===== config.mk =====
export PLATFORM = sky130hd
export DESIGN_NAME = psum_accumulator
export DESIGN_NICKNAME = d
export VERILOG_FILES = /design/src/rtl/psum_pkg.sv /design/src/rtl/psum_requant.sv /design/src/rtl/psum_accumulator.sv
export SDC_FILE = /design/constraint.sdc
export NUM_CORES = 1
export LEC_CHECK = 0
export ABC_AREA = 1
export ABC_CLOCK_PERIOD_IN_PS = 3370
export CAP_MARGIN = 30
export CORE_MARGIN = 2
export CORE_UTILIZATION = 61
export CTS_BUF_LIST = sky130_fd_sc_hd__clkbuf_4
export DETAILED_ROUTE_END_ITERATION = 10
export DONT_BUFFER_PORTS = 1
export PLACE_DENSITY = 0.8
export SLEW_MARGIN = 30
export SYNTH_ARGS = -nofsm -noshare
export SYNTH_HDL_FRONTEND = slang
export SYNTH_HIERARCHICAL = 1
export SYNTH_SLANG_ARGS = --single-unit

===== constraint.sdc =====
create_clock -name i_clk -period 3.37 [get_ports i_clk]
set_clock_uncertainty 0.05 [all_clocks]
set_input_delay 0.674 -clock i_clk [delete_from_list [all_inputs] [get_ports i_clk]]
set_output_delay 0.674 -clock i_clk [all_outputs]
set_load 0.01 [all_outputs]

===== src/rtl/psum_pkg.sv =====
// ---------------------------------------------------------------------------
// psum_pkg
//   Shared constants and helper functions for the partial-sum accumulator.
//   - cnt_width    : width of the beat counter for a group of K beats
//   - round_offset : half-LSB rounding constant for a right shift of SHIFT
//   - sat_max/min  : signed clip bounds of an OW-bit result
//   - aw_legal     : accumulator width check (AW >= BW2 + clog2(K))
// ---------------------------------------------------------------------------
package psum_pkg;

    function automatic int cnt_width(input int k);
        return (k < 1) ? 1 : $clog2(k + 1);
    endfunction

    function automatic longint round_offset(input int shift);
        return (shift > 0) ? (longint'(1) << (shift - 1)) : longint'(0);
    endfunction

    function automatic longint sat_max(input int ow);
        return (longint'(1) << (ow - 1)) - longint'(1);
    endfunction

    function automatic longint sat_min(input int ow);
        return -(longint'(1) << (ow - 1));
    endfunction

    function automatic bit aw_legal(input int aw, input int bw2, input int k);
        return (k >= 1) && (aw >= bw2 + $clog2(k));
    endfunction

endpackage


===== src/rtl/psum_requant.sv =====
// ---------------------------------------------------------------------------
// psum_requant
//   Combinational requantiser: round half up, arithmetic right shift,
//   optional ReLU, then signed saturation to OW bits.
//   Optional feature macro: PSUM_ACC_RELU_EN (negative shifted values are
//   forced to zero before the clip; this clamp never raises sat).
//
//   Ports:
//     sum  [AW]  signed group sum
//     data [OW]  signed requantised result
//     sat        result was clipped to the OW-bit range
// ---------------------------------------------------------------------------
module psum_requant
    import psum_pkg::*;
#(
    parameter int AW    = 24,
    parameter int SHIFT = 4,
    parameter int OW    = 8
) (
    input  logic [AW-1:0] sum,
    output logic [OW-1:0] data,
    output logic          sat
);

    // One guard bit so adding the rounding offset can never wrap.
    localparam int EW = AW + 1;

    localparam logic signed [EW-1:0] RND_V = EW'(round_offset(SHIFT));
    localparam logic signed [EW-1:0] MAX_V = EW'(sat_max(OW));
    localparam logic signed [EW-1:0] MIN_V = EW'(sat_min(OW));

    logic signed [EW-1:0] sum_ext;
    logic signed [EW-1:0] rnd_sum;
    logic signed [EW-1:0] shifted;
    logic signed [EW-1:0] clamp_in;

    always_comb begin
        sum_ext = signed'({sum[AW-1], sum});
        rnd_sum = sum_ext + RND_V;
        shifted = rnd_sum >>> SHIFT;
`ifdef PSUM_ACC_RELU_EN
        clamp_in = shifted[EW-1] ? '0 : shifted;
`else
        clamp_in = shifted;
`endif
        data = clamp_in[OW-1:0];
        sat  = 1'b0;
        if (clamp_in > MAX_V) begin
            data = MAX_V[OW-1:0];
            sat  = 1'b1;
        end else if (clamp_in < MIN_V) begin
            data = MIN_V[OW-1:0];
            sat  = 1'b1;
        end
    end

endmodule


===== src/rtl/psum_accumulator.sv =====
// ---------------------------------------------------------------------------
// psum_accumulator
//   Accumulates K consecutive signed partial sums per output pixel from a
//   valid/ready stream, requantises the group sum (round, shift, clip) and
//   holds the result in an output register so the next group can keep
//   accumulating while the previous result waits for the sink.
//   Optional feature macro: PSUM_ACC_RELU_EN (ReLU before the clip).
//
//   Ports:
//     i_clk    clock, rising edge
//     i_rst    synchronous active-high reset
//     i_valid  i_psum valid
//     o_ready  block accepts i_psum this cycle
//     i_psum   signed partial sum [BW2]
//     o_valid  o_data valid
//     i_ready  downstream accepts o_data
//     o_data   signed requantised result [OW]
//     o_sat    o_data was clipped (qualified by o_valid)
//     o_cnt    beats accepted in the current group (debug)
// ---------------------------------------------------------------------------
module psum_accumulator
    import psum_pkg::*;
#(
    parameter int BW2   = 17,
    parameter int AW    = 24,
    parameter int K     = 4,
    parameter int SHIFT = 4,
    parameter int OW    = 8
) (
    input  logic                    i_clk,
    input  logic                    i_rst,
    input  logic                    i_valid,
    output logic                    o_ready,
    input  logic [BW2-1:0]          i_psum,
    output logic                    o_valid,
    input  logic                    i_ready,
    output logic [OW-1:0]           o_data,
    output logic                    o_sat,
    output logic [cnt_width(K)-1:0] o_cnt
);

    localparam int CW = cnt_width(K);
    localparam logic [CW-1:0] LAST_CNT = CW'(K - 1);

    generate
        if (!aw_legal(AW, BW2, K)) begin : g_bad_aw
            $error("psum_accumulator: AW must be >= BW2 + clog2(K) and K >= 1");
        end
    endgenerate

    logic [AW-1:0] acc_reg,   acc_next;
    logic [CW-1:0] cnt_reg,   cnt_next;
    logic          valid_reg, valid_next;
    logic [OW-1:0] data_reg,  data_next;
    logic          sat_reg,   sat_next;

    logic [AW-1:0] psum_ext;
    logic [AW-1:0] sum;
    logic [OW-1:0] q_data;
    logic          q_sat;
    logic          is_final;
    logic          accept;
    logic          transfer;

    // Sign extension of the incoming partial sum.
    assign psum_ext[BW2-1:0] = i_psum;
    genvar gi;
    generate
        for (gi = BW2; gi < AW; gi++) begin : g_sext
            assign psum_ext[gi] = i_psum[BW2-1];
        end
    endgenerate

    assign sum      = acc_reg + psum_ext;
    assign is_final = (cnt_reg == LAST_CNT);
    // Only the final beat can stall: it needs the output register, which is
    // busy when it holds a result that is not leaving this cycle.
    assign o_ready  = !(is_final && valid_reg && !i_ready);
    assign accept   = i_valid && o_ready;
    assign transfer = valid_reg && i_ready;

    psum_requant #(
        .AW    (AW),
        .SHIFT (SHIFT),
        .OW    (OW)
    ) u_requant (
        .sum  (sum),
        .data (q_data),
        .sat  (q_sat)
    );

    always_comb begin
        acc_next   = acc_reg;
        cnt_next   = cnt_reg;
        valid_next = valid_reg;
        data_next  = data_reg;
        sat_next   = sat_reg;
        if (accept) begin
            if (is_final) begin
                acc_next = '0;
                cnt_next = '0;
            end else begin
                acc_next = sum;
                cnt_next = cnt_reg + CW'(1);
            end
        end
        // A final beat reloads the output register even while the old result
        // is draining, so o_valid stays high across back-to-back results.
        if (accept && is_final) begin
            valid_next = 1'b1;
            data_next  = q_data;
            sat_next   = q_sat;
        end else if (transfer) begin
            valid_next = 1'b0;
        end
    end

    always_ff @(posedge i_clk) begin
        if (i_rst) begin
            acc_reg   <= '0;
            cnt_reg   <= '0;
            valid_reg <= 1'b0;
            data_reg  <= '0;
            sat_reg   <= 1'b0;
        end else begin
            acc_reg   <= acc_next;
            cnt_reg   <= cnt_next;
            valid_reg <= valid_next;
            data_reg  <= data_next;
            sat_reg   <= sat_next;
        end
    end

    assign o_valid = valid_reg;
    assign o_data  = data_reg;
    assign o_sat   = sat_reg;
    assign o_cnt   = cnt_reg;

endmodule

Yosys cells after proc, flatten, opt, wreduce, memory -nomap -nowiden
Index checks and enable logic that the tools add are counted.
{"block": "word_totals", "regBits": 37}
{"block": "op_classes", "reduce_logical": 8, "magnitude_cmp": 2, "addsub": 3, "muxes": 8, "eq_ne": 1}
{"cell": "$add 24x5->25 const B", "n": 1}
{"cell": "$add 24x24->24", "n": 1}
{"cell": "$mux 24", "n": 1}
{"cell": "$gt 21x8->1 const B", "n": 1}
{"cell": "$lt 21x8->1 const B", "n": 1}
{"cell": "$mux 8", "n": 2}
{"cell": "$logic_and 1x1->1", "n": 5}
{"cell": "$mux 1", "n": 4}
{"cell": "$add 3x1->3 const B", "n": 1}
{"cell": "$eq 3x2->1 const B", "n": 1}
{"cell": "$mux 3", "n": 1}
{"cell": "$logic_not 1->1", "n": 2}
{"cell": "$reduce_bool 2->1", "n": 1}

Depth between registers and ports, before layout
Gate-level depths: netlist (run 1).
{"block": "logic_depth", "word_depth": 7, "depth_mapped": 26}

Cells and area by module
The synthesis (run 1) kept the hierarchy.
{"mod": "psum_accumulator", "cells_each": 516, "seq_area_each_um2": 740.7, "n_inst": 1, "area_each_um2": 3108.0}
{"mod": "psum_requant", "cells_each": 166, "seq_area_each_um2": 0.0, "n_inst": 1, "area_each_um2": 825.8}

Least setup slack after synthesis (run 1)
Ideal clock, no wire load.
{"block": "synth_path", "path_type": "input-to-reg", "from": "in i_psum[0]", "to": "reg data_reg[3] (netlist: o_data[3])", "path_stages": 21, "setup_slack_ns": 0.018, "arrival_ns": 3.231, "cell_sequence": "ha_1 fa_1 nand3_1 inv_1 nand2_1 nand3_1 xor2_1 nand2_2 nor2_4 nand2_4 nor2_8 nand3b_1 nand2_1 nand2_1 nor2_2 nand3_2 nand2_4 nand2_1 nand2_1 nand3_1 a21oi_1"}
{"block": "synth_via", "elab_chain_cells": 5, "word_cells_on_any_way": 6, "classes_between": "add/sub: 2; order compare: 2; mux: 2"}
{"item": "from (decl)", "line": "psum_accumulator.sv:34", "text": "input logic [BW2-1:0] i_psum,"}
{"item": "$add 24x24->24 *", "line": "psum_accumulator.sv:74", "text": "assign sum = acc_reg + psum_ext;"}
{"item": "named net sum[6]", "line": "psum_accumulator.sv:58", "text": "logic [AW-1:0] sum;"}
{"item": "$add 24x5->25 *", "line": "psum_requant.sv:39", "text": "rnd_sum = sum_ext + RND_V;"}
{"item": "$lt 21x8->1", "line": "psum_requant.sv:51", "text": "end else if (clamp_in < MIN_V) begin"}
{"item": "$mux 8", "line": "psum_requant.sv:51"}
{"item": "$mux 8 *", "line": "psum_requant.sv:48", "text": "if (clamp_in > MAX_V) begin"}
{"item": "named net q_data[3]", "line": "psum_accumulator.sv:59", "text": "logic [OW-1:0] q_data;"}
{"item": "to (signal assigned)", "line": "psum_accumulator.sv:129", "text": "data_reg <= data_next;"}
{"item": "to (decl)", "line": "psum_accumulator.sv:54", "text": "logic [OW-1:0] data_reg, data_next;"}
Mark *: on every way through the listed nets, which the timed path passes. The rest lies on a longest branch.
A chain may end at the register's enable or synchronous reset.

Final worst setup path (run 1)
{"block": "layout_path", "from": "reg acc_reg[0]", "to": "reg data_reg[4] (netlist: o_data[4])"}
{"block": "layout_via", "elab_chain_cells": 5, "word_cells_on_any_way": 6, "classes_between": "add/sub: 2; order compare: 2; mux: 2"}
{"item": "from (decl)", "line": "psum_accumulator.sv:51", "text": "logic [AW-1:0] acc_reg, acc_next;"}
{"item": "from (signal assigned)", "line": "psum_accumulator.sv:126", "text": "acc_reg <= acc_next;"}
{"item": "$add 24x24->24 *", "line": "psum_accumulator.sv:74"}
{"item": "named net sum[12]", "line": "psum_accumulator.sv:58"}
{"item": "$add 24x5->25 *", "line": "psum_requant.sv:39"}
{"item": "$lt 21x8->1", "line": "psum_requant.sv:51"}
{"item": "$mux 8", "line": "psum_requant.sv:51"}
{"item": "$mux 8 *", "line": "psum_requant.sv:48"}
{"item": "named net q_data[4]", "line": "psum_accumulator.sv:59"}
Marks and branches as above.

==> qor.csv, run 1 <==
metric,value,unit
status,completed,
net count after synthesis,729,
adder-cell share of the synthesized area,8.461,%
Compound-Gate Fraction of Synth Area,7.220,%
fin util,80.75,%
Vias,4746,
PD cells,460.6,nW/um^2
Final Wtd Congestion,0.9740,
largest net degree at the start of global routing,37,
Seq cells post-synth,37,
"Hold Vio Cnt, Final",0,
Crit path buffers/inverters,1,
vias in the first global route,4386,
post-synthesis xor/xnor area fraction,3.944,%
Crit. End Element,register,
max FFs per register,24,
CP startpoint kind,register,
Cell Rows,29,
worst path required time,3.64,ns
leading post-synthesis cells by cell area,"nand2_1 (25%), dfxtp_1 (19%), inv_1 (9.4%), ha_1 (8.0%), nand3_1 (6.2%)",
Slowest cell on crit path,fa_2,
full die area,7107,um^2
nets,822,
All-Layer GR Usage,32.28,%
DRT antenna net count,0,
post-synthesis mux area share,0,%
worst setup path class,reg2reg,
starting density of the core,62.67,%
via/cell ratio,5.564,
distinct cell type count after synthesis,28,
share of cells above drive strength 1,26.42,%
# port buffers,0,
drt drc,0,
TritonCTS clock tree,built,
CTS sink cnt,37,
fin cells,853,
worst-skew pair later-pin latency,0.39,ns
setup TNS,0,ns
Max Clock Freq,303.3,MHz
# Max-Cap Violations,0,
slowest cell delay on critical path,0.40,ns
VDD IR max,0.0003485,V
share of the synthesized area in the top cell type,25.19,%
Post-Place Setup Slack,-0.3140,ns
die height,84.31,um
mapped cell area,3934,um^2
WL/cell,14.88,um
Synth Area per Inst,5.768,um^2
Hold Path Class,in2reg,
final WL,12.70,mm
H-tree levels,2,
Lkg Pwr,0.002686,uW
HPWL after DPL,8.893,mm
Slew Limit Fails,0,
Cells after Synth,682,
worst rel slew slack,60.56,%
clk buf depth,2,
"Seq/Total Area, Yosys",18.83,%
total CTS buffers,5,
DR iter-0 viols,345,
hold buffer count at cts,0,
fill count,465,
simple-gate area share of the yosys netlist,50.60,%
wire length of the first global-routing pass,18.95,mm
Worst-path clk slew,0.16,ns
Cells after DPL,838,
Hold Slack,0.2682,ns
YS warnings,6,
CTS root buf,clkbuf_4,
top cell type by total area after synthesis,nand2_1,
cell family with most CP delay,simple AND/OR/NAND/NOR gates,
min Tclk post-route,3.297,ns
drt pass-1 iters,5,
worst path arrival time,3.56,ns
CP most frequent cell,nand2_1,
core outline area,6277,um^2
Setup-failing EPs final,0,
IO Count,35,
chip width,84.31,um
transition time at the pin with the least slew margin,0.5895,ns
grt ovf,0,
Worst Path Max Fanout,8,
Area Growth Syn to Fin,28.85,%
ratio of final minimum period to clock period,97.84,%
largest family of logic cells by synthesized area,simple AND/OR/NAND/NOR gates,
Diodes inserted,0,
initial antenna violation count,0,
PnR worst setup slack,0.07281,ns
==> timing repair <==
item / 4_1_cts / 5_1_grt
hold endpoints to repair: 0 / 0
setup buffers: 0 / 7
setup endpoints to repair: 0 / 8
resized for setup: 0 / 63
==> through the flow <==
step	power (uW)	area [um^2]
global placement	1764	4654
detailed placement	1791	4654
global route	2474	5069
floorplan	1283	3934
finish	2335	5069
CTS	2139	4738
==> cells in the mapped netlist <==
cell type	number
nor2_8	1
ha_1	25
o21ai_1	1
nand4_1	12
buf_2	5
nand3b_1	8
clkbuf_1	5
nand2_4	4
nand3_1	49
dfxtp_1	37
xnor2_1	3
o211ai_1	1
xor2_1	11
a21oi_2	3
nor3_1	4
nand2_1	264
fa_1	1
nand2_2	11
and2_1	13
nor2_4	5
inv_2	4
o21ai_0	3
inv_1	99
nor2_2	11
a21oi_1	46
xor2_2	2
nor2_1	45
nand3_2	9
==> cell usage in the layout (no fill, tap or decap), types with 14 or more instances in the layout <==
cell type	instances
buf_4	96
nand3_1	45
ha_1	14
nor2_2	17
nor2_1	33
a21oi_1	45
dfxtp_1	34
inv_1	99
nand2_2	17
nand2_1	255
==> layout make-up <==
type / count / area [um^2] / area share (%)
clock inverter: 3 / 46.29 / 0.9134
multi-input combinational: 532 / 3037 / 59.91
tap: 77 / 96.34 / 1.901
timing repair buffer: 96 / 720.7 / 14.22
inverter: 103 / 386.6 / 7.628
clock buffer: 5 / 37.54 / 0.7406
sequential: 37 / 744.5 / 14.69
==> worst paths after layout <==
| check | from | endpoint | slack, ns | cells past startpoint |
|---|---|---|---|---|
| max | acc_reg[0]$_SDFFE_PP0P_ | o_data[4]$_SDFFE_PP0P_ | 0.07 | 25 |
| min | i_rst | acc_reg[11]$_SDFFE_PP0P_ | 0.27 | 1 |
| max reg2reg | acc_reg[0]$_SDFFE_PP0P_ | o_data[4]$_SDFFE_PP0P_ | 0.07 | 25 |
| min reg2reg | acc_reg[20]$_SDFFE_PP0P_ | acc_reg[20]$_SDFFE_PP0P_ | 0.43 | 2 |
==> where the power goes <==
part           internal [uW]  total, uW  switching [uW]
registers                478        509            30.2
clock network            157        353             196
logic                    643       1470             830
total                   1280       2330            1060
==> kinds of logic after synthesis <==
group | Yosys count
AO/OA/AOI/OAI | 54
flip-flops | 37
buffers and inverters | 113
adder cells (fa/ha/maj) | 26
AND/OR/NAND/NOR | 436
XOR/XNOR | 16
==> routing by layer <==
layer	part of all wire (%)	global-route usage (%)	routed length, um
met4	3.6	10.70	451
met5	0	0	0
met1	39	39.02	4974
met2	50	57.72	6386
met3	7.0	5.605	883
==> worst reg2reg max path: stages, from the launching register on <==
cell and delay, ns:
dfxtp_2 0.35, ha_2 0.18, fa_2 0.40, nand3_2 0.08, nand3_2 0.08, nand2_1 0.11, nand2_2 0.10, nand2_1 0.08
nand2_1 0.06, nand2_1 0.06, inv_1 0.06, nor2_4 0.18, nand2_2 0.11, nor2_4 0.12, nand2_1 0.08, nor2_1 0.14
nand3_1 0.11, nand2_1 0.08, nand2_1 0.05, nor2_1 0.14, nand3_2 0.11, nand2_4 0.12, nand2_1 0.06, nand2_1 0.05
nand3_1 0.10, a21oi_2 0.17
(Power assumes the default switching activity.)
==> run 2, diff against run 1 <==
==> constraint.sdc (replaced) <==
create_clock -name i_clk -period 3.37 [get_ports i_clk]
set_clock_uncertainty 0.05 [all_clocks]
set_input_delay 0.337 -clock i_clk [delete_from_list [all_inputs] [get_ports i_clk]]
set_output_delay 0.337 -clock i_clk [all_outputs]
set_load 0.01 [all_outputs]
==> run 2 against run 1 <==
Effect of this change: cell count down 8.1%; cell area down 7.9%; power fell by 9.3%; critical endpoint is now o_sat$_SDFFE_PP0P_; via count shrank 6.6%; sequential power about the same.
==> qor.csv, run 2 (synthesis gave the netlist of run 1 again) <==
metric,value,unit,change
max FFs per register,24,,unchanged
wire length of the first global-routing pass,17.45,mm,was 18.95 mm
min Tclk post-route,3.221,ns,was 3.297 ns
clk buf depth,2,,unchanged
switching power total,1007,uW,was 1057 uW
worst path arrival time,3.41,ns,was 3.56 ns
IO Count,35,,unchanged
CP Cell Sequence,ha_2 > nand3_1 > nand3_1 > nand2_1 > nand2_2 > buf_12 > xor2_2 > nand2_2 > nor2_4 > nand2_4 > nor2_8 > nand3b_1 > nand2_1 > nand2_1 > nor2_2 > nand3_2 > nand2_4 > buf_4 > nand2_1 > nand3_1 > a21oi_1,,
Crit path buffers/inverters,2,,was 1
CP most frequent cell,nand2_1,,unchanged
H-tree levels,2,,unchanged
# Max-Cap Violations,0,,unchanged
HPWL after DPL,8.227,mm,was 8.893 mm
status,completed,,unchanged
Multi-input gate area,3134,um^2,was 3037 um^2
Final Wtd Congestion,0.9911,,was 0.9740
Clk pwr share,15.5,%,was 15.1%
die height,84.31,um,unchanged
WL/cell,14.66,um,was 14.88 um
cell family with most CP delay,simple AND/OR/NAND/NOR gates,,unchanged
via/cell ratio,5.652,,was 5.564
Layout Cell Area excl Fill,4667,um^2,was 5069 um^2
TritonCTS clock tree,built,,unchanged
CP startpoint kind,register,,unchanged
grt ovf,0,,unchanged
CTS root buf,clkbuf_4,,unchanged
drt pass-1 iters,5,,unchanged
Hold Path Class,in2reg,,unchanged
Worst-path clk slew,0.15,ns,was 0.16 ns
total CTS buffers,5,,unchanged
Comb power frac,60.5,%,was 63.1%
VDD IR max,0.0003304,V,was 0.0003485 V
Lkg Pwr,0.002367,uW,was 0.002686 uW
share of cells above drive strength 1,21.36,%,was 26.42%
GR Util met3,5.113,%,was 5.605%
Post-Place Cell Area,4099,um^2,was 4654 um^2
worst path required time,3.56,ns,was 3.64 ns
Area Growth Syn to Fin,18.64,%,was 28.85%
Slowest cell on crit path,ha_2,,was fa_2
Hold Slack,0.1088,ns,was 0.2682 ns
vias in the first global route,3887,,"was 4,386"
final WL,11.50,mm,was 12.70 mm
Worst Path Max Fanout,8,,unchanged
Vias,4431,,"was 4,746"
Slew Limit Fails,0,,unchanged
slowest cell delay on critical path,0.40,ns,about the same
worst setup path class,reg2reg,,unchanged
"Hold Vio Cnt, Final",0,,unchanged
Max Clock Freq,310.5,MHz,was 303.3 MHz
full die area,7107,um^2,unchanged
"commonest non-fill, non-tap cell in the layout",nand2_1,,unchanged
All-Layer GR Usage,29.91,%,was 32.28%
global route hottest layer,met2,,unchanged
CTS sink cnt,37,,unchanged
Setup-failing EPs final,0,,unchanged
drt drc,0,,unchanged
fill count,519,,was 465
P_int,1110,uW,was 1278 uW
Diodes inserted,0,,unchanged
Crit. End Element,register,,unchanged
met1 usage,37.35,%,was 39.02%
transition time at the pin with the least slew margin,0.5639,ns,was 0.5895 ns
initial antenna violation count,0,,unchanged
starting density of the core,62.67,%,unchanged
core outline area,6277,um^2,unchanged
Seq pwr share,24.0,%,was 21.8%
Cell Rows,29,,unchanged
PD cells,453.6,nW/um^2,was 460.6 nW/um^2
Reg area,743.2,um^2,was 744.5 um^2
DR iter-0 viols,324,,was 345
largest net degree at the start of global routing,36,,was 37
chip width,84.31,um,unchanged
# port buffers,0,,unchanged
DRT antenna net count,0,,unchanged
worst rel slew slack,62.28,%,was 60.56%
most frequent cells in the layout,"nand2_1 (247), inv_1 (98), a21oi_1 (45), nand3_1 (42), dfxtp_1 (35)",,"was nand2_1 (255), inv_1 (99), buf_4 (96), a21oi_1 (45), nand3_1 (45)"
met2 Usage GRT,52.02,%,was 57.72%
nets,753,,was 822
switch share,47.58,%,was 45.26%
worst-skew pair later-pin latency,0.36,ns,was 0.39 ns
ratio of final minimum period to clock period,95.57,%,was 97.84%
[run 2: changes by cell type in the layout (fill, tap and decap cells not counted), moves of 3 or more]
cell     before  now
buf_4        96   25
nand2_2      17   24
nand2_1     255  247
nor2_2       17   12
nand3_1      45   42
nor2_4       11   16
[run 2: stage by stage]
stage                     util (%)  TNS (ns)  power (uW)  cells  worst slack [ns]
final                        74.35         0        2117    784            0.1491
after global routing         74.35   -0.5376        2263    784          -0.08947
after CTS                    67.19         0        1879    774          0.007441
after detailed placement     65.30   -0.7009        1525    764           -0.1142
after global placement       65.30   -0.3321        1511    764          -0.05492
after floorplan                  -         0        1283    682            0.3553
[run 2: path summary, 6_finish.rpt]
check                                 from                        to  slack (ns)  cells after the start
setup / recovery   acc_reg[2]$_SDFFE_PP0P_        o_sat$_SDFFE_PP0P_        0.15                     21
hold / removal                       i_rst     o_cnt[2]$_SDFFE_PP0P_        0.11                      3
setup reg to reg   acc_reg[2]$_SDFFE_PP0P_        o_sat$_SDFFE_PP0P_        0.15                     21
hold reg to reg   acc_reg[14]$_SDFFE_PP0P_  acc_reg[14]$_SDFFE_PP0P_        0.43                      2
[run 2: power groups by stage]
stage               clock (uW)  sequential [uW]  combinational (uW)
global placement             0              511                 999
floorplan                    0              506                 777
finish                     329              508                1280
detailed placement           0              513                1010
global route               350              512                1400
CTS                        337              503                1040
[run 2: worst register-to-register path, delay by kind of cell, from the launching register on]
kind / cells / cell delay, ns
flip-flops: 1 / 0.36
buffers and inverters: 2 / 0.24
adder cells (fa/ha/maj): 1 / 0.40
XOR/XNOR: 1 / 0.25
AND/OR/NAND/NOR: 16 / 1.74
AO/OA/AOI/OAI: 1 / 0.07
[run 2: what timing repair did]
item | CTS | global route
setup endpoints to repair | 8 | 8
hold buffers | 1 | 0
buffers inserted | 1 | 11
resized for setup | 4 | 90
endpoints found under the hold margin | 35 | 0
pin swaps | 1 | 30
[run 2: cell type report]
cell class	instances	share of cell area [%]
timing repair buffer	27	4.879
multi-input combinational	532	67.16
clock buffer	5	0.8043
sequential	37	15.92
clock inverter	3	0.8847
tap	77	2.064
inverter	103	8.284
[run 2: per-layer routing]
| layer | vias to the layer above | part of all wire, % |
|---|---|---|
| met5 | - | 0 |
| met4 | 0 | 3.6 |
| met3 | 39 | 8.0 |
| met2 | 215 | 48 |
| met1 | 2001 | 40 |
| li1 | 2176 | - |
==> run 3, diff against run 2 <==
--- a/config.mk
+++ b/config.mk
@@ -7,14 +7,12 @@
 export LEC_CHECK = 0
 export ABC_AREA = 1
 export ABC_CLOCK_PERIOD_IN_PS = 3370
-export CAP_MARGIN = 30
 export CORE_MARGIN = 2
 export CORE_UTILIZATION = 61
 export CTS_BUF_LIST = sky130_fd_sc_hd__clkbuf_4
 export DETAILED_ROUTE_END_ITERATION = 10
 export DONT_BUFFER_PORTS = 1
-export PLACE_DENSITY = 0.8
-export SLEW_MARGIN = 30
+export PLACE_DENSITY = 0.82
 export SYNTH_ARGS = -nofsm -noshare
 export SYNTH_HDL_FRONTEND = slang
 export SYNTH_HIERARCHICAL = 1
==> run 3 against run 2 <==
Effect of this change: cell count decreased by 1.0%; power is 3.2% lower; non-clock buffer count fell by 8.
==> qor.csv, run 3 (synthesis gave the netlist of run 1 again) <==
metric,value,unit,change
status,completed,,unchanged
Final Wtd Congestion,0.9878,,was 0.9911
Lkg Pwr,0.002315,uW,was 0.002367 uW
Crit. End Element,register,,unchanged
IO Count,35,,unchanged
largest net degree at the start of global routing,36,,unchanged
Max Clock Freq,302.1,MHz,was 310.5 MHz
PnR worst setup slack,0.05983,ns,was 0.1491 ns
max FFs per register,24,,unchanged
min Tclk post-route,3.310,ns,was 3.221 ns
vias in the first global route,3912,,"was 3,887"
final WL,11.62,mm,was 11.50 mm
core outline area,6277,um^2,unchanged
via/cell ratio,5.550,,was 5.652
worst rel slew slack,59.00,%,was 62.28%
clk buf depth,2,,unchanged
initial antenna violation count,0,,unchanged
full die area,7107,um^2,unchanged
Hold Slack,0.07753,ns,was 0.1088 ns
PD cells,453.6,nW/um^2,about the same
"commonest non-fill, non-tap cell in the layout",nand2_1,,unchanged
worst path required time,3.59,ns,was 3.56 ns
"Power, Total",2050,uW,was 2117 uW
grt ovf,0,,unchanged
Worst Path Max Fanout,8,,unchanged
CTS sink cnt,37,,unchanged
worst-skew pair later-pin latency,0.38,ns,was 0.36 ns
TritonCTS clock tree,built,,unchanged
Hold Path Class,in2reg,,unchanged
# Max-Cap Violations,0,,unchanged
VDD IR max,0.0003001,V,was 0.0003304 V
Cell Rows,29,,unchanged
transition time at the pin with the least slew margin,0.6129,ns,was 0.5639 ns
share of cells above drive strength 1,19.74,%,was 21.36%
H-tree levels,2,,unchanged
Diodes inserted,0,,unchanged
HPWL after DPL,8.088,mm,was 8.227 mm
setup TNS,0,ns,unchanged
nets,745,,was 753
die height,84.31,um,unchanged
Area Growth Syn to Fin,14.89,%,was 18.64%
Hold Path Stages,3,,unchanged
DRT antenna net count,0,,unchanged
worst setup path class,reg2reg,,unchanged
DR iter-0 viols,310,,was 324
Post-Place Setup Slack,-0.08214,ns,was -0.1142 ns
WL/cell,14.97,um,was 14.66 um
Vias,4307,,"was 4,431"
total CTS buffers,5,,unchanged
Worst-path clk slew,0.13,ns,was 0.15 ns
most frequent cells in the layout,"nand2_1 (254), inv_1 (98), a21oi_1 (42), nand3_1 (42), dfxtp_1 (35)",,"was nand2_1 (247), inv_1 (98), a21oi_1 (45), nand3_1 (42), dfxtp_1 (35)"
# port buffers,0,,unchanged
"Hold Vio Cnt, Final",0,,unchanged
Setup-failing EPs final,0,,unchanged
drt drc,0,,unchanged
Slew Limit Fails,0,,unchanged
wire length of the first global-routing pass,17.68,mm,was 17.45 mm
All-Layer GR Usage,30.20,%,was 29.91%
CP startpoint kind,register,,unchanged
chip width,84.31,um,unchanged
Worst R2R Path Depth,25,,was 21
starting density of the core,62.67,%,unchanged
ratio of final minimum period to clock period,98.22,%,was 95.57%
drt pass-1 iters,5,,unchanged
CTS root buf,clkbuf_4,,unchanged
unrepaired setup endpoints after global routing,yes,,
worst path arrival time,3.53,ns,was 3.41 ns
## run 3: cell count changes in the layout (fill, tap and decap cells not counted), sizes merged
cell  delta
buf      -8
## run 3: layout make-up
type                    instances  area, um^2
multi-input cells             532        3054
inverters                     103       386.6
flip-flops and latches         37       743.2
fillers                       526        1758
well taps                      77       96.34
clock buffers                   5       37.54
repair buffers                 19       155.1
clock inverters                 3       46.29
## run 3: critical path: stages (launching register included)
cell and delay [ns]:
dfxtp_1 0.40, ha_2 0.33, nand2_1 0.13, inv_1 0.09, nand2_1 0.11, nand2_1 0.09, nand2_1 0.10, nand3_2 0.14
nand2_2 0.12, nand2_1 0.06, nand2_1 0.08, and2_4 0.17, nand2_1 0.09, nor2_1 0.12, nand2_1 0.10, nor2_2 0.14
buf_4 0.13, nand2_1 0.06, nand2_1 0.07, nand3_1 0.09, nor2_2 0.11, nand3_2 0.09, nand2_4 0.12, nand2_1 0.07
nand3_1 0.08, a21oi_1 0.06
## run 3: power breakdown
group          total (uW)  switching (uW)  leakage, uW  internal, uW
Sequential            507            29.4     0.000304           478
Combinational        1190             774      0.00197           418
Clock                 351             193    0.0000414           157
## run 3: metrics by stage
step	instances	area [um^2]	utilization, %
detailed placement	760	4069	64.82
CTS	769	4193	66.79
finish	776	4519	72.00
floorplan	682	3934	-
global route	776	4519	72.00
global placement	760	4069	64.82
## run 3: path summary, 6_finish.rpt
check | start | endpoint | slack [ns]
max reg2reg | acc_reg[4]$_SDFFE_PP0P_ | o_data[4]$_SDFFE_PP0P_ | 0.06
min reg2reg | acc_reg[13]$_SDFFE_PP0P_ | acc_reg[13]$_SDFFE_PP0P_ | 0.43
min | i_rst | o_cnt[0]$_SDFFE_PP0P_ | 0.08
max | acc_reg[4]$_SDFFE_PP0P_ | o_data[4]$_SDFFE_PP0P_ | 0.06
## run 3: repair_timing
| action | 4_1_cts | 5_1_grt |
|---|---|---|
| resized for setup | 5 | 73 |
| buffers inserted | 0 | 7 |
| pin swaps | 1 | 31 |
| setup endpoints to repair | 7 | 8 |
| hold buffers | 1 | 0 |
| endpoints found under the hold margin | 35 | 0 |
## run 3: layer usage
metal	part of all wire (%)	track usage, %	vias up
met4	3.0	8.504	0
li1	-	-	2155
met5	0	0	-
met1	41	39.67	1945
met2	49	51.52	176
met3	7.3	4.523	31
